==> config.mk <==
export PLATFORM = sky130hd
export DESIGN_NAME = seq_bw_mult
export DESIGN_NICKNAME = d
export VERILOG_FILES = /design/src/rtl/seq_bw_mult.sv
export SDC_FILE = /design/constraint.sdc
export NUM_CORES = 1
export LEC_CHECK = 0
export CORE_MARGIN = 2
export CORE_UTILIZATION = 69
export DETAILED_ROUTE_END_ITERATION = 10
export DONT_BUFFER_PORTS = 1
export GPL_ROUTABILITY_DRIVEN = 0
export PLACE_DENSITY_LB_ADDON = 0.3
export SYNTH_ARGS = -nofsm -noshare
export SYNTH_HDL_FRONTEND = slang
export SYNTH_SLANG_ARGS = --single-unit
==> constraint.sdc <==
create_clock -name clk -period 7.8 [get_ports clk]
set_clock_uncertainty 0.15 [all_clocks]
set_input_delay 1.56 -clock clk [delete_from_list [all_inputs] [get_ports clk]]
set_output_delay 1.56 -clock clk [all_outputs]
set_load 0.03 [all_outputs]
==> src/rtl/seq_bw_mult.sv <==
// seq_bw_mult: multi-cycle Baugh-Wooley array multiplier.
// Adds ROWS partial-product rows per clock into a 2*WIDTH accumulator and
// publishes the finished product in p with a one-cycle done pulse.
module seq_bw_mult #(
  parameter int WIDTH = 6,
  parameter int ROWS  = 2
) (
  input  logic                 clk,
  input  logic                 rst_n,
  input  logic                 start,
  input  logic                 sgn,
  input  logic [WIDTH-1:0]     a,
  input  logic [WIDTH-1:0]     b,
  output logic                 busy,
  output logic                 done,
  output logic [2*WIDTH-1:0]   p
);

  localparam int NCYC = WIDTH / ROWS;
  localparam int PW   = 2 * WIDTH;
  // Wide enough to hold any row index 0..WIDTH-1 and the row counter.
  localparam int CW   = $clog2(WIDTH) + 1;

  localparam logic [CW-1:0] LAST_CNT = CW'(NCYC - 1);
  localparam logic [CW-1:0] ROWS_C   = CW'(ROWS);
  localparam logic [CW-1:0] LAST_ROW = CW'(WIDTH - 1);
  // Baugh-Wooley correction constant: 2^WIDTH + 2^(2*WIDTH-1).
  localparam logic [PW-1:0] CORR     = (PW'(1) << WIDTH) | (PW'(1) << (PW - 1));

  typedef enum logic [1:0] {
    S_IDLE = 2'd0,
    S_CALC = 2'd1,
    S_DONE = 2'd2
  } state_t;

  state_t            state_r;
  state_t            state_nxt_s;
  logic              accept_s;
  logic              last_s;

  logic [CW-1:0]     cnt_r;
  logic [WIDTH-1:0]  a_r;
  logic [WIDTH-1:0]  b_r;
  logic              sgn_r;
  logic [PW-1:0]     acc_r;
  logic [PW-1:0]     p_r;
  logic              busy_r;
  logic              done_r;

  logic [CW-1:0]     base_s;
  logic [CW-1:0]     idx_s;
  logic [WIDTH-1:0]  row_s;
  logic [PW-1:0]     sum_s;

  // Select bit idx of v without a variable-width part select.
  function automatic logic pick_bit(input logic [WIDTH-1:0] v, input logic [CW-1:0] idx);
    logic r;
    r = 1'b0;
    for (int i = 0; i < WIDTH; i++) begin
      r = r | (v[i] & (idx == CW'(i)));
    end
    return r;
  endfunction

  // One partial-product row, with the Baugh-Wooley inversions in signed mode.
  function automatic logic [WIDTH-1:0] bw_row(input logic abit, input logic [WIDTH-1:0] bv,
                                              input logic signed_mode, input logic last_row);
    logic [WIDTH-1:0] pp;
    logic [WIDTH-1:0] r;
    pp = bv & {WIDTH{abit}};
    if (!signed_mode) begin
      r = pp;
    end else if (last_row) begin
      r = {pp[WIDTH-1], ~pp[WIDTH-2:0]};
    end else begin
      r = {~pp[WIDTH-1], pp[WIDTH-2:0]};
    end
    return r;
  endfunction

  // Next-state logic and start acceptance (accepted only in IDLE and DONE).
  always_comb begin
    state_nxt_s = state_r;
    accept_s    = 1'b0;
    last_s      = 1'b0;
    case (state_r)
      S_IDLE: begin
        if (start) begin
          state_nxt_s = S_CALC;
          accept_s    = 1'b1;
        end else begin
          state_nxt_s = S_IDLE;
        end
      end
      S_CALC: begin
        if (cnt_r == LAST_CNT) begin
          state_nxt_s = S_DONE;
          last_s      = 1'b1;
        end else begin
          state_nxt_s = S_CALC;
        end
      end
      S_DONE: begin
        if (start) begin
          state_nxt_s = S_CALC;
          accept_s    = 1'b1;
        end else begin
          state_nxt_s = S_IDLE;
        end
      end
      default: begin
        state_nxt_s = S_IDLE;
      end
    endcase
  end

  // Accumulator plus the ROWS partial-product rows selected by the row counter.
  always_comb begin
    base_s = cnt_r * ROWS_C;
    idx_s  = {CW{1'b0}};
    row_s  = {WIDTH{1'b0}};
    sum_s  = acc_r;
    for (int j = 0; j < ROWS; j++) begin
      idx_s = base_s + CW'(j);
      row_s = bw_row(pick_bit(a_r, idx_s), b_r, sgn_r, idx_s == LAST_ROW);
      sum_s = sum_s + ({{WIDTH{1'b0}}, row_s} << idx_s);
    end
  end

  // State register.
  always_ff @(posedge clk or negedge rst_n) begin
    if (!rst_n) begin
      state_r <= S_IDLE;
    end else begin
      state_r <= state_nxt_s;
    end
  end

  // Registered handshake outputs, decoded from the upcoming state.
  always_ff @(posedge clk or negedge rst_n) begin
    if (!rst_n) begin
      busy_r <= 1'b0;
      done_r <= 1'b0;
    end else begin
      busy_r <= (state_nxt_s == S_CALC);
      done_r <= (state_nxt_s == S_DONE);
    end
  end

  // Operand capture, row accumulation and result publication.
  always_ff @(posedge clk or negedge rst_n) begin
    if (!rst_n) begin
      a_r   <= {WIDTH{1'b0}};
      b_r   <= {WIDTH{1'b0}};
      sgn_r <= 1'b0;
      cnt_r <= {CW{1'b0}};
      acc_r <= {PW{1'b0}};
      p_r   <= {PW{1'b0}};
    end else if (accept_s) begin
      a_r   <= a;
      b_r   <= b;
      sgn_r <= sgn;
      cnt_r <= {CW{1'b0}};
      acc_r <= sgn ? CORR : {PW{1'b0}};
    end else if (state_r == S_CALC) begin
      acc_r <= sum_s;
      if (last_s) begin
        p_r   <= sum_s;
        cnt_r <= {CW{1'b0}};
      end else begin
        cnt_r <= cnt_r + CW'(1);
      end
    end else begin
      acc_r <= acc_r;
    end
  end

  assign busy = busy_r;
  assign done = done_r;
  assign p    = p_r;

endmodule

# Word-level counts from Yosys, hierarchy flattened
# Index checks and enable logic that the tools add are counted.
# W data, S select, Z words.
[totals]
regBits = 45
latch_bits = 0
ram_bits = 0
romBits = 0
inputBits = 16
output_inout_bits = 14
elab_cells = 71
memories = 0
[op_classes]
n_addsub = 4
n_mul = 0
div_mod_pow = 0
magnitude_cmp = 0
eq_ne = 12
shift = 2
muxes = 16
bitwise_logic = 22
reduce_logical = 6
[op_table]
columns = ["operator", "n"]
rows = [
  ["$mux W12", 3],
  ["$add A12 B12 Y12", 2],
  ["$shl A6 B4 Y12", 2],
  ["$mux W6", 3],
  ["$and A6 B6 Y6", 2],
  ["$eq A4 B2 Y1 const B", 3],
  ["$mux W4", 3],
  ["$and A1 B1 Y1", 9],
  ["$add A4 B1 Y4 const B", 2],
  ["$eq A4 B3 Y1 const B", 2],
  ["$logic_not A4 Y1", 2],
  ["$or A1 B1 Y1", 7],
  ["$mux W1", 5],
  ["$not A5 Y5", 1],
  ["$eq A2 B1 Y1 const B", 2],
  ["$eq A2 B2 Y1 const B", 2],
  ["$eq A4 B1 Y1 const B", 1],
  ["$pmux W2 S2", 1],
  ["$eq A3 B1 Y1 const B", 1],
  ["$eq A3 B2 Y1 const B", 1],
  ["$not A1 Y1", 3],
  ["$reduce_and A3 Y1", 1],
  ["$logic_not A2 Y1", 1],
  ["$mux W2", 1],
  ["2 further kinds", 2],
]

# Depth between registers and ports, before layout
# Gate-level depths: netlist (run 1).
[depth]
depth_word = 16
depth_mapped = 20
depth_no_buf = 19

# Worst setup path after synthesis (run 1)
# No wires, ideal clock.
[synth_timing]
path_type = "register to register"
from = "reg cnt_r[0]"
to = "reg p_r[10] (netlist: p[10])"
setup_ns = 0.125
t_arrival_ns = 3.926
required_time_ns = 7.525
setup_slack_ns = 3.599
path_stages_with_launch = 17
n_path_buf = 1
synth_period_minus_slack_ns = 4.201
path_cell_list = "dfrtp_1 > clkbuf_8 > inv_1 > ha_1 > nor2b_1 > nand2_1 > clkinv_1 > mux2_2 > a221oi_1 > fa_1 > ha_1 > or2_2 > o32a_1 > nand2_1 > o21ai_0 > xor2_1 > mux2_2"
[synth_via]
elab_chain_len = 14
elab_cells_between_ends = 42
cone_classes = "3 x add/sub; 8 x eq/ne; 2 x shift; 5 x mux; 21 x bitwise; 3 x reduce/logical"
[synth_lines]
columns = ["item", "line", "rtl"]
rows = [
  ["start: declaration", "41", "logic [CW-1:0] cnt_r;"],
  ["start signal: assignment", "156", "cnt_r <= {CW{1'b0}};"],
  ["start signal: assignment", "163", "cnt_r <= {CW{1'b0}};"],
  ["start signal: assignment", "169", "cnt_r <= {CW{1'b0}};"],
  ["$add A4 B1 Y4", "124", "idx_s = base_s + CW'(j);"],
  ["$eq A4 B1 Y1 or $logic_not A4 Y1 (tied branches)", "60", "r = r | (v[i] & (idx == CW'(i)));"],
  ["$and A1 B1 Y1", "60", ""],
  ["$or A1 B1 Y1 (5 in a row)", "60", ""],
  ["$and A6 B6 Y6", "70", "pp = bv & {WIDTH{abit}};"],
  ["$not A5 Y5 or $not A1 Y1 (tied branches)", "74, 76", ""],
  ["$mux W6", "73", "end else if (last_row) begin"],
  ["$mux W6", "71", "if (!signed_mode) begin"],
  ["$shl A6 B4 Y12", "126", "sum_s = sum_s + ({{WIDTH{1'b0}}, row_s} << idx_s);"],
  ["$add A12 B12 Y12", "126", ""],
  ["end signal: assignment", "158", "p_r <= {PW{1'b0}};"],
  ["end signal: assignment", "168", "p_r <= sum_s;"],
  ["end: declaration", "46", "logic [PW-1:0] p_r;"],
]
# Several ways; a longest one is shown, not always the timed one.
# A chain may end at the register's enable or synchronous reset.

# Worst setup path after layout (run 1)
# Ends and elaborated chain as after synthesis.

==> impl_metrics.tcl, run 1 <==
set metrics [dict create \
    period_minus_slack_ns 5.11 \
    synth_cells 323 \
    postRouteAntennaNets 0 \
    drt-vias-per-instance 6.10 \
    num_vias 2262 \
    cts_resized 0 \
    drc 0 \
    hold_class "register to register" \
    synth_compound_area_share_pct 12.7 \
    cp.arrival_ns 5.14 \
    synth_area_um2 2940 \
    hold_viol 0 \
    synth_edf_count 0 \
    ys_ff_latch 45 \
    cts_setup_buffers 0 \
    path_max_fanout 22 \
    num_antenna_cells 0 \
    wl_met3_um 448 \
    port_buffers 0 \
    grt_pass1_wl_um 10300 \
    drtIter0Drc 289 \
    cts_num_sinks 45 \
    cts_root_buf "clkbuf_8" \
    crit_path_end_kind "register" \
    required_ns 7.83 \
    path_clk_slew_ns 0.08 \
    final_cell_mix "nand2_1 (77), dfrtp_1 (45), inv_1 (19), o21ai_0 (19)" \
    synth_simple_gate_area_share_pct 20.2 \
    worst_pin_slew_ns 1.23 \
    seq_area_frac_synth_pct 38.3 \
    antenna_found_initial 0 \
    io_pins 30 \
    fmax_mhz 196 \
    status "complete, no violations" \
    synth_adder_area_share_pct 13.9 \
    clock_latency_ns 0.30 \
    postCtsHoldBufs 0 \
    cts_buffer_depth 2 \
    synth_ff_type "dfrtp_1" \
    die_area_um2 4800 \
    first_pass_iters 5 \
    cp-start-kind "register" \
    nets 362 \
    fp.coreArea_um2 4060 \
    max_cap_violations 0 \
    maxSlewViolCount 0 \
    wl_met2_um 2800 \
    rsz0062_at_grt "false" \
    htreeDepth 2 \
    ys_warn_count 0 \
    drive_above_1_share_pct 7.48 \
    tns_ns 0 \
    chipWidth_um 69.3 \
    initial_core_util_pct 72.5 \
    synth_top_family_by_area "simple AND/OR/NAND/NOR gates" \
    fin_crit_sh_pct 65.5 \
    met1Wirelength_um 2780 \
    top_layer_used "met4" \
    worstPathCellList "inv_1 -> ha_1 -> a222oi_1 -> nor2_1 -> nand3_1 -> o21ai_0 -> a21oi_1 -> nor2_1 -> fa_1 -> ha_1 -> or2_2 -> o32a_1 -> nand2_1 -> o21ai_0 -> xor2_1 -> mux2_2" \
    wl_per_cell_um 16.5 \
    worst_path_largest_cell_delay_ns 0.76 \
    final_common_cell "nand2_1" \
    dp_hpwl_um 4560 \
    wl_um 6130 \
    finalSetupViolCount 0 \
    grt_usage_pct 27.3 \
    die_y_um 69.3 \
    async_flop_share_pct 100 \
    yosys.area_share.xor_xnor_pct 6.51 \
    cts_buffers 5 \
    grt_pass1_vias 2119 \
    slew_headroom_pct 18.0 \
    row_count 23 \
    grt_max_degree 46 \
    syn_nets 365 \
    grt_remaining_overflow 0 \
    synth.avg_cell_area_um2 9.11 \
    worstSetupPathType "register to register" \
    cp_slowest_cell "dfrtp_1" \
    synth.distinct_cells 48 \
    area_growth_pct 2.93 \
    synthMuxAreaShare_pct 3.74 \
    cts_tree "done" \
]
-- layer usage --
metal	up-vias	GRT usage [%]
met5	-	0
met4	0	7.84
met3	11	6.40
met2	99	41.0
met1	1068	39.8
li1	1084	-
-- cell type report --
type	instances	area [um^2]
Inverter	21	78.8
Clock buffer	6	72.6
Sequential cell	45	1130
Tap cell	50	62.6
Clock inverter	2	10.0
Multi-Input combinational cell	247	1680
Fill cell	282	1030
-- sequential cells by signal (all words and copies together) (netlist names) --
| signal | count |
|---|---|
| p | 12 |
| a_r | 6 |
| state_r | 2 |
| b_r | 6 |
| sgn_r | 1 |
| done | 1 |
| busy | 1 |
| cnt_r | 4 |
| acc_r | 12 |
-- Yosys cell counts, types with 2 or more instances --
cell	number	area, um^2
a22o_1	9	78.8
or2_2	4	25.0
o21ai_0	19	95.1
o22ai_1	2	12.5
o21a_1	2	15.0
nand2b_1	6	37.5
nor2b_1	6	37.5
nand3_1	9	45.0
mux2_2	8	90.1
nor2_1	15	56.3
nand2_1	77	289
mux2i_1	2	20.0
xnor2_1	15	131
ha_1	15	188
a21oi_1	11	55.1
dfrtp_1	45	1130
xor2_1	5	43.8
a32oi_1	2	17.5
inv_1	19	71.3
nor3_1	8	40.0
clkbuf_1	7	26.3
fa_1	11	220
-- cell families after synthesis --
| kind of cell | Yosys count |
|---|---|
| AO/OA/AOI/OAI | 57 |
| XOR/XNOR | 21 |
| adder cells (fa/ha/maj) | 26 |
| buffers and inverters | 31 |
| flip-flops | 45 |
| multiplexers | 10 |
| AND/OR/NAND/NOR | 133 |
-- final timing paths --
check	slack (ns)	from	endpoint	depth (start not counted)
worst min register to register	0.35	a_r[2]$_DFFE_PN0P_	a_r[2]$_DFFE_PN0P_	2
max in group asynchronous	6.62	rst_n	acc_r[9]$_DFFE_PN0P_	0
worst max-delay path	2.69	cnt_r[0]$_DFFE_PN0P_	p[10]$_DFFE_PN0P_	16
worst min-delay path	0.35	a_r[2]$_DFFE_PN0P_	a_r[2]$_DFFE_PN0P_	2
worst max register to register	2.69	cnt_r[0]$_DFFE_PN0P_	p[10]$_DFFE_PN0P_	16
min in group asynchronous	0.80	rst_n	b_r[5]$_DFFE_PN0P_	0
-- worst max-delay path: cells and delay by family, from the launching register on --
| family | cells | cell delay (ns) |
|---|---|---|
| fa+ha+maj | 3 | 1.11 |
| mux | 1 | 0.27 |
| compound gates | 5 | 1.33 |
| buf+inv | 1 | 0.28 |
| simple gates | 5 | 0.94 |
| flops | 1 | 0.76 |
| xor+xnor | 1 | 0.16 |
-- per-stage QoR --
| stage | area (um^2) | hold WS (ns) | setup WS [ns] | util, % | cells |
|---|---|---|---|---|---|
| after floorplan | 2940 | 0.295 | 3.60 | - | 323 |
| after global placement | 2950 | 0.315 | 2.91 | 72.6 | 363 |
| after detailed placement | 2950 | 0.324 | 2.79 | 72.6 | 363 |
| after CTS | 3030 | 0.344 | 2.77 | 74.6 | 371 |
| after global routing | 3030 | 0.378 | 2.33 | 74.6 | 371 |
| final | 3030 | 0.345 | 2.69 | 74.6 | 371 |
Power of run 1 is not shown: default switching activity piles up to over one toggle a cycle in this logic, so the estimate is an artifact.
==> inputs of run 2 (changes only) <==
--- a/config.mk
+++ b/config.mk
@@ -6,7 +6,7 @@
 export NUM_CORES = 1
 export LEC_CHECK = 0
 export CORE_MARGIN = 2
-export CORE_UTILIZATION = 69
+export CORE_UTILIZATION = 64
 export DETAILED_ROUTE_END_ITERATION = 10
 export DONT_BUFFER_PORTS = 1
 export GPL_ROUTABILITY_DRIVEN = 0
==> constraint.sdc (replaced) <==
create_clock -name clk -period 5.2 [get_ports clk]
set_clock_uncertainty 0.15 [all_clocks]
set_input_delay 1.04 -clock clk [delete_from_list [all_inputs] [get_ports clk]]
set_output_delay 1.04 -clock clk [all_outputs]
set_load 0.03 [all_outputs]
==> run 2 against run 1 <==
  * Largest cell class unchanged
  * Routed wire length increased by 3.5%
  * Critical path depth is 1 higher
  * Core utilization is 5.2 points lower
  * Non-clock buffer count up 2
  * Final cell count up 1.1%
  * First-iteration DRC count fell by 42%
  * Via count grew 1.1%
  * Die area rose by 7.4%
  * Fmax grew 6.3%
==> impl_metrics.tcl, run 2 (synthesis gave the netlist of run 1 again) <==
set metrics [dict create \
    status "complete, no violations" \
    first_pass_iters 4 \
    final_common_cell "nand2_1" \
    die_area_um2 5150 \
    cts_tree "done" \
    io_pins 30 \
    port_buffers 0 \
    worstSetupPathType "register to register" \
    slew_headroom_pct 22.2 \
    num_antenna_cells 0 \
    drt-vias-per-instance 6.10 \
    r2r_start "cnt_r[1]$_DFFE_PN0P_" \
    rr_endpoint "acc_r[11]$_DFFE_PN0P_" \
    final_cell_mix "nand2_1 (77), dfrtp_1 (45), inv_1 (19), o21ai_0 (19)" \
    grt_pass1_vias 2218 \
    dp_hpwl_um 4720 \
    ff2ff_setup_slack_ns 0.39 \
    cts_root_buf "clkbuf_8" \
    post-route-util_pct 69.5 \
    path_clk_slew_ns 0.08 \
    wl_um 6340 \
    fmax_mhz 208 \
    cts_buffer_depth 2 \
    cts_num_sinks 45 \
    initial_core_util_pct 67.1 \
    grt_pass1_wl_um 10600 \
    grt_remaining_overflow 0 \
    htreeDepth 2 \
    hold_class "input pin to async pin" \
    postCtsHoldBufs 0 \
    crit_path_end_kind "register" \
    worst_pin_slew_ns 1.16 \
    maxSlewViolCount 0 \
    fp.coreArea_um2 4380 \
    r2r.worst_path.cells 17 \
    num_vias 2286 \
    required_ns 5.22 \
    rsz0062_at_grt "false" \
    cts_setup_buffers 0 \
    multi_input_area_um2 1680 \
    grt_max_degree 46 \
    finalSetupViolCount 0 \
    cp.arrival_ns 4.83 \
    grt_usage_pct 27.6 \
    row_count 24 \
    seqCellArea_um2 1130 \
    drc 0 \
    max_cap_violations 0 \
    fin_crit_sh_pct 92.5 \
    path_max_fanout 7 \
    cts_resized 0 \
    postRouteAntennaNets 0 \
    cp-start-kind "register" \
    area_growth_pct 3.53 \
    nFillCells 358 \
    cts_buffers 5 \
    tns_ns 0 \
    clock_latency_ns 0.30 \
    drive_above_1_share_pct 8.05 \
    wl_per_cell_um 16.9 \
    period_minus_slack_ns 4.81 \
    antenna_found_initial 0 \
    die_y_um 71.8 \
    hold_viol 0 \
    chipWidth_um 71.8 \
    drtIter0Drc 168 \
    nets 364 \
]
-- run 2: layout make-up --
| class | count | share of cell area [%] |
|---|---|---|
| clock buffer | 6 | 2.38 |
| clock inverter | 2 | 0.329 |
| inverter | 21 | 2.59 |
| multi-input combinational | 247 | 55.1 |
| sequential | 45 | 37.0 |
| tap | 52 | 2.14 |
| timing repair buffer | 2 | 0.493 |
-- run 2: routing by layer --
layer  global-route usage, %  part of all wire (%)
met4                    8.18                   1.4
met1                    38.7                    45
met2                    42.0                    46
met3                    8.02                   7.7
met5                       0                     0
-- run 2: worst max-delay path by stage --
stage | from | to | slack, ns
after floorplan | cnt_r[0]$_DFFE_PN0P_ | p[10]$_DFFE_PN0P_ | 1.0
after global placement | cnt_r[1]$_DFFE_PN0P_ | acc_r[11]$_DFFE_PN0P_ | 0.52
after detailed placement | cnt_r[1]$_DFFE_PN0P_ | acc_r[11]$_DFFE_PN0P_ | 0.47
after CTS | cnt_r[1]$_DFFE_PN0P_ | acc_r[11]$_DFFE_PN0P_ | 0.47
after global routing | cnt_r[1]$_DFFE_PN0P_ | p[11]$_DFFE_PN0P_ | 0.04
final | cnt_r[1]$_DFFE_PN0P_ | acc_r[11]$_DFFE_PN0P_ | 0.39
-- run 2: worst max-delay path, stage by stage (launching register included) --
cell and delay (ns):
dfrtp_1 0.48, inv_1 0.17, ha_1 0.23, a222oi_1 0.76
nor3b_2 0.13, xnor2_2 0.19, o21ai_0 0.25, nand2_1 0.08
o21ai_0 0.20, fa_1 0.50, ha_1 0.38, a21oi_1 0.17
nor2b_1 0.07, o31ai_1 0.32, a21oi_1 0.15, xnor2_1 0.19
xnor2_1 0.15, o211ai_1 0.10
-- run 2: metrics by stage --
stage | setup slack, ns | instance area [um^2] | std cells | hold slack (ns)
3_3_place_gp | 0.518 | 2960 | 367 | 0.316
3_5_place_dp | 0.470 | 2960 | 367 | 0.321
2_1_floorplan | 0.999 | 2940 | 323 | 0.295
4_1_cts | 0.467 | 3050 | 375 | 0.268
5_1_grt | 0.0382 | 3050 | 375 | 0.255
6_report | 0.391 | 3050 | 375 | 0.271
Power of run 2 is left out for the same reason.
==> inputs of run 3 (changes only) <==
--- a/config.mk
+++ b/config.mk
@@ -6,7 +6,7 @@
 export NUM_CORES = 1
 export LEC_CHECK = 0
 export CORE_MARGIN = 2
-export CORE_UTILIZATION = 64
+export CORE_UTILIZATION = 69
 export DETAILED_ROUTE_END_ITERATION = 10
 export DONT_BUFFER_PORTS = 1
 export GPL_ROUTABILITY_DRIVEN = 0
==> constraint.sdc (replaced) <==
create_clock -name clk -period 5.9 [get_ports clk]
set_clock_uncertainty 0.15 [all_clocks]
set_input_delay 1.18 -clock clk [delete_from_list [all_inputs] [get_ports clk]]
set_output_delay 1.18 -clock clk [all_outputs]
set_load 0.03 [all_outputs]
==> run 3 against run 2 <==
  * Register-to-register slack better by 0.38 ns
  * Fmax is 6.3% lower
  * Critical path depth is 1 lower
  * First-iteration DRC count is 53% higher
  * Critical endpoint is now p[10]$_DFFE_PN0P_
==> impl_metrics.tcl, run 3 (synthesis gave the netlist of run 1 again) <==
set metrics [dict create \
    path_max_fanout 22 \
    cp_slowest_cell "dfrtp_1" \
    cts_tree "done" \
    path_clk_slew_ns 0.08 \
    worstSetupPathType "register to register" \
    cp.arrival_ns 5.17 \
    port_buffers 0 \
    cts_setup_buffers 0 \
    hold_depth 2 \
    period_minus_slack_ns 5.13 \
    grt_pass1_vias 2219 \
    fp.coreArea_um2 4060 \
    crit_path_end_kind "register" \
    cp_num_buf_inv 1 \
    cts_buffer_depth 2 \
    cts_root_buf "clkbuf_8" \
    final_cell_mix "nand2_1 (77), dfrtp_1 (45), inv_1 (19), o21ai_0 (19)" \
    drc 0 \
    max_cap_violations 0 \
    postRouteAntennaNets 0 \
    seqCellArea_um2 1130 \
    drtIter0Drc 257 \
    wl_um 6240 \
    first_pass_iters 5 \
    wl_per_cell_um 16.8 \
    r2r_start "cnt_r[0]$_DFFE_PN0P_" \
    cp-start-kind "register" \
    grt_usage_pct 27.9 \
    antenna_found_initial 0 \
    clock_latency_ns 0.30 \
    rsz0062_at_grt "false" \
    grt_remaining_overflow 0 \
    grt_pass1_wl_um 10600 \
    critPathTopFamily "compound AO/OA/AOI/OAI gates" \
    crit_cells 16 \
    final_common_cell "nand2_1" \
    finalSetupViolCount 0 \
    hold_viol 0 \
    required_ns 5.94 \
    maxSlewViolCount 0 \
    io_pins 30 \
    area_growth_pct 2.93 \
    hold_class "register to register" \
    worstHoldStart "a_r[1]$_DFFE_PN0P_" \
    die_area_um2 4800 \
    die_y_um 69.3 \
    tns_ns 0 \
    worstPathCellList "inv_1 -> ha_1 -> a222oi_1 -> nor3b_2 -> xnor2_2 -> o21ai_0 -> a21oi_1 -> nor2_1 -> fa_1 -> ha_1 -> or2_2 -> o32a_1 -> nand2_1 -> o21ai_0 -> xor2_1 -> mux2_2" \
    drt-vias-per-instance 6.23 \
    fin_crit_sh_pct 87.0 \
    nFillCells 274 \
    cts_buffers 5 \
    chipWidth_um 69.3 \
    fmax_mhz 195 \
    num_antenna_cells 0 \
    worst_path_largest_cell_delay_ns 0.79 \
    cts_resized 0 \
    worst_pin_slew_ns 1.21 \
    r2r.worst_path.cells 16 \
    nets 362 \
    cts_num_sinks 45 \
    drive_above_1_share_pct 7.48 \
    multi_input_area_um2 1680 \
    num_vias 2311 \
    row_count 23 \
    slew_headroom_pct 19.3 \
    htreeDepth 2 \
    grt_max_degree 46 \
    crit_start "cnt_r[0]$_DFFE_PN0P_" \
    postCtsHoldBufs 0 \
    status "complete, no violations" \
    initial_core_util_pct 72.5 \
    dp_hpwl_um 4650 \
]
run 3: final timing paths:
kind                                         to  slack, ns
setup / recovery              p[10]$_DFFE_PN0P_       0.77
min in group asynchronous        busy$_DFF_PN0_       0.41
hold reg to reg              a_r[1]$_DFFE_PN0P_       0.34
setup reg to reg              p[10]$_DFFE_PN0P_       0.77
max in group asynchronous  state_r[0]$_DFF_PN0_       5.08
hold / removal               a_r[1]$_DFFE_PN0P_       0.34
run 3: layer usage:
layer  wire length, um  global-route usage, %
met1              2730                   39.7
met4               132                   9.80
met2              2900                   42.9
met3               483                   5.67
met5                 0                      0
run 3: worst reg2reg max path, delay by kind of cell, from the launching register on:
family	cells	cell delay [ns]
AOI/OAI and AO/OA	5	1.31
and+or+nand+nor	4	0.80
muxes	1	0.27
buffers and inverters	1	0.30
DFF	1	0.79
adders and majority gates	3	1.07
xor gates and xnor gates	2	0.35
run 3: area by class of cell:
class                           instances  share of cell area, %
Multi-Input combinational cell        247                   55.4
Inverter                               21                   2.60
Clock inverter                          2                  0.331
Sequential cell                        45                   37.2
Clock buffer                            6                   2.40
Tap cell                               50                   2.07
run 3: through the flow:
step | setup WS [ns] | instances | util, % | hold slack (ns) | instance area (um^2)
global placement | 1.01 | 363 | 72.6 | 0.316 | 2950
floorplan | 1.70 | 323 | - | 0.295 | 2940
detailed placement | 0.878 | 363 | 72.6 | 0.329 | 2950
global route | 0.471 | 371 | 74.6 | 0.383 | 3030
finish | 0.769 | 371 | 74.6 | 0.342 | 3030
CTS | 0.832 | 371 | 74.6 | 0.349 | 3030
Power of run 3 is left out for the same reason.
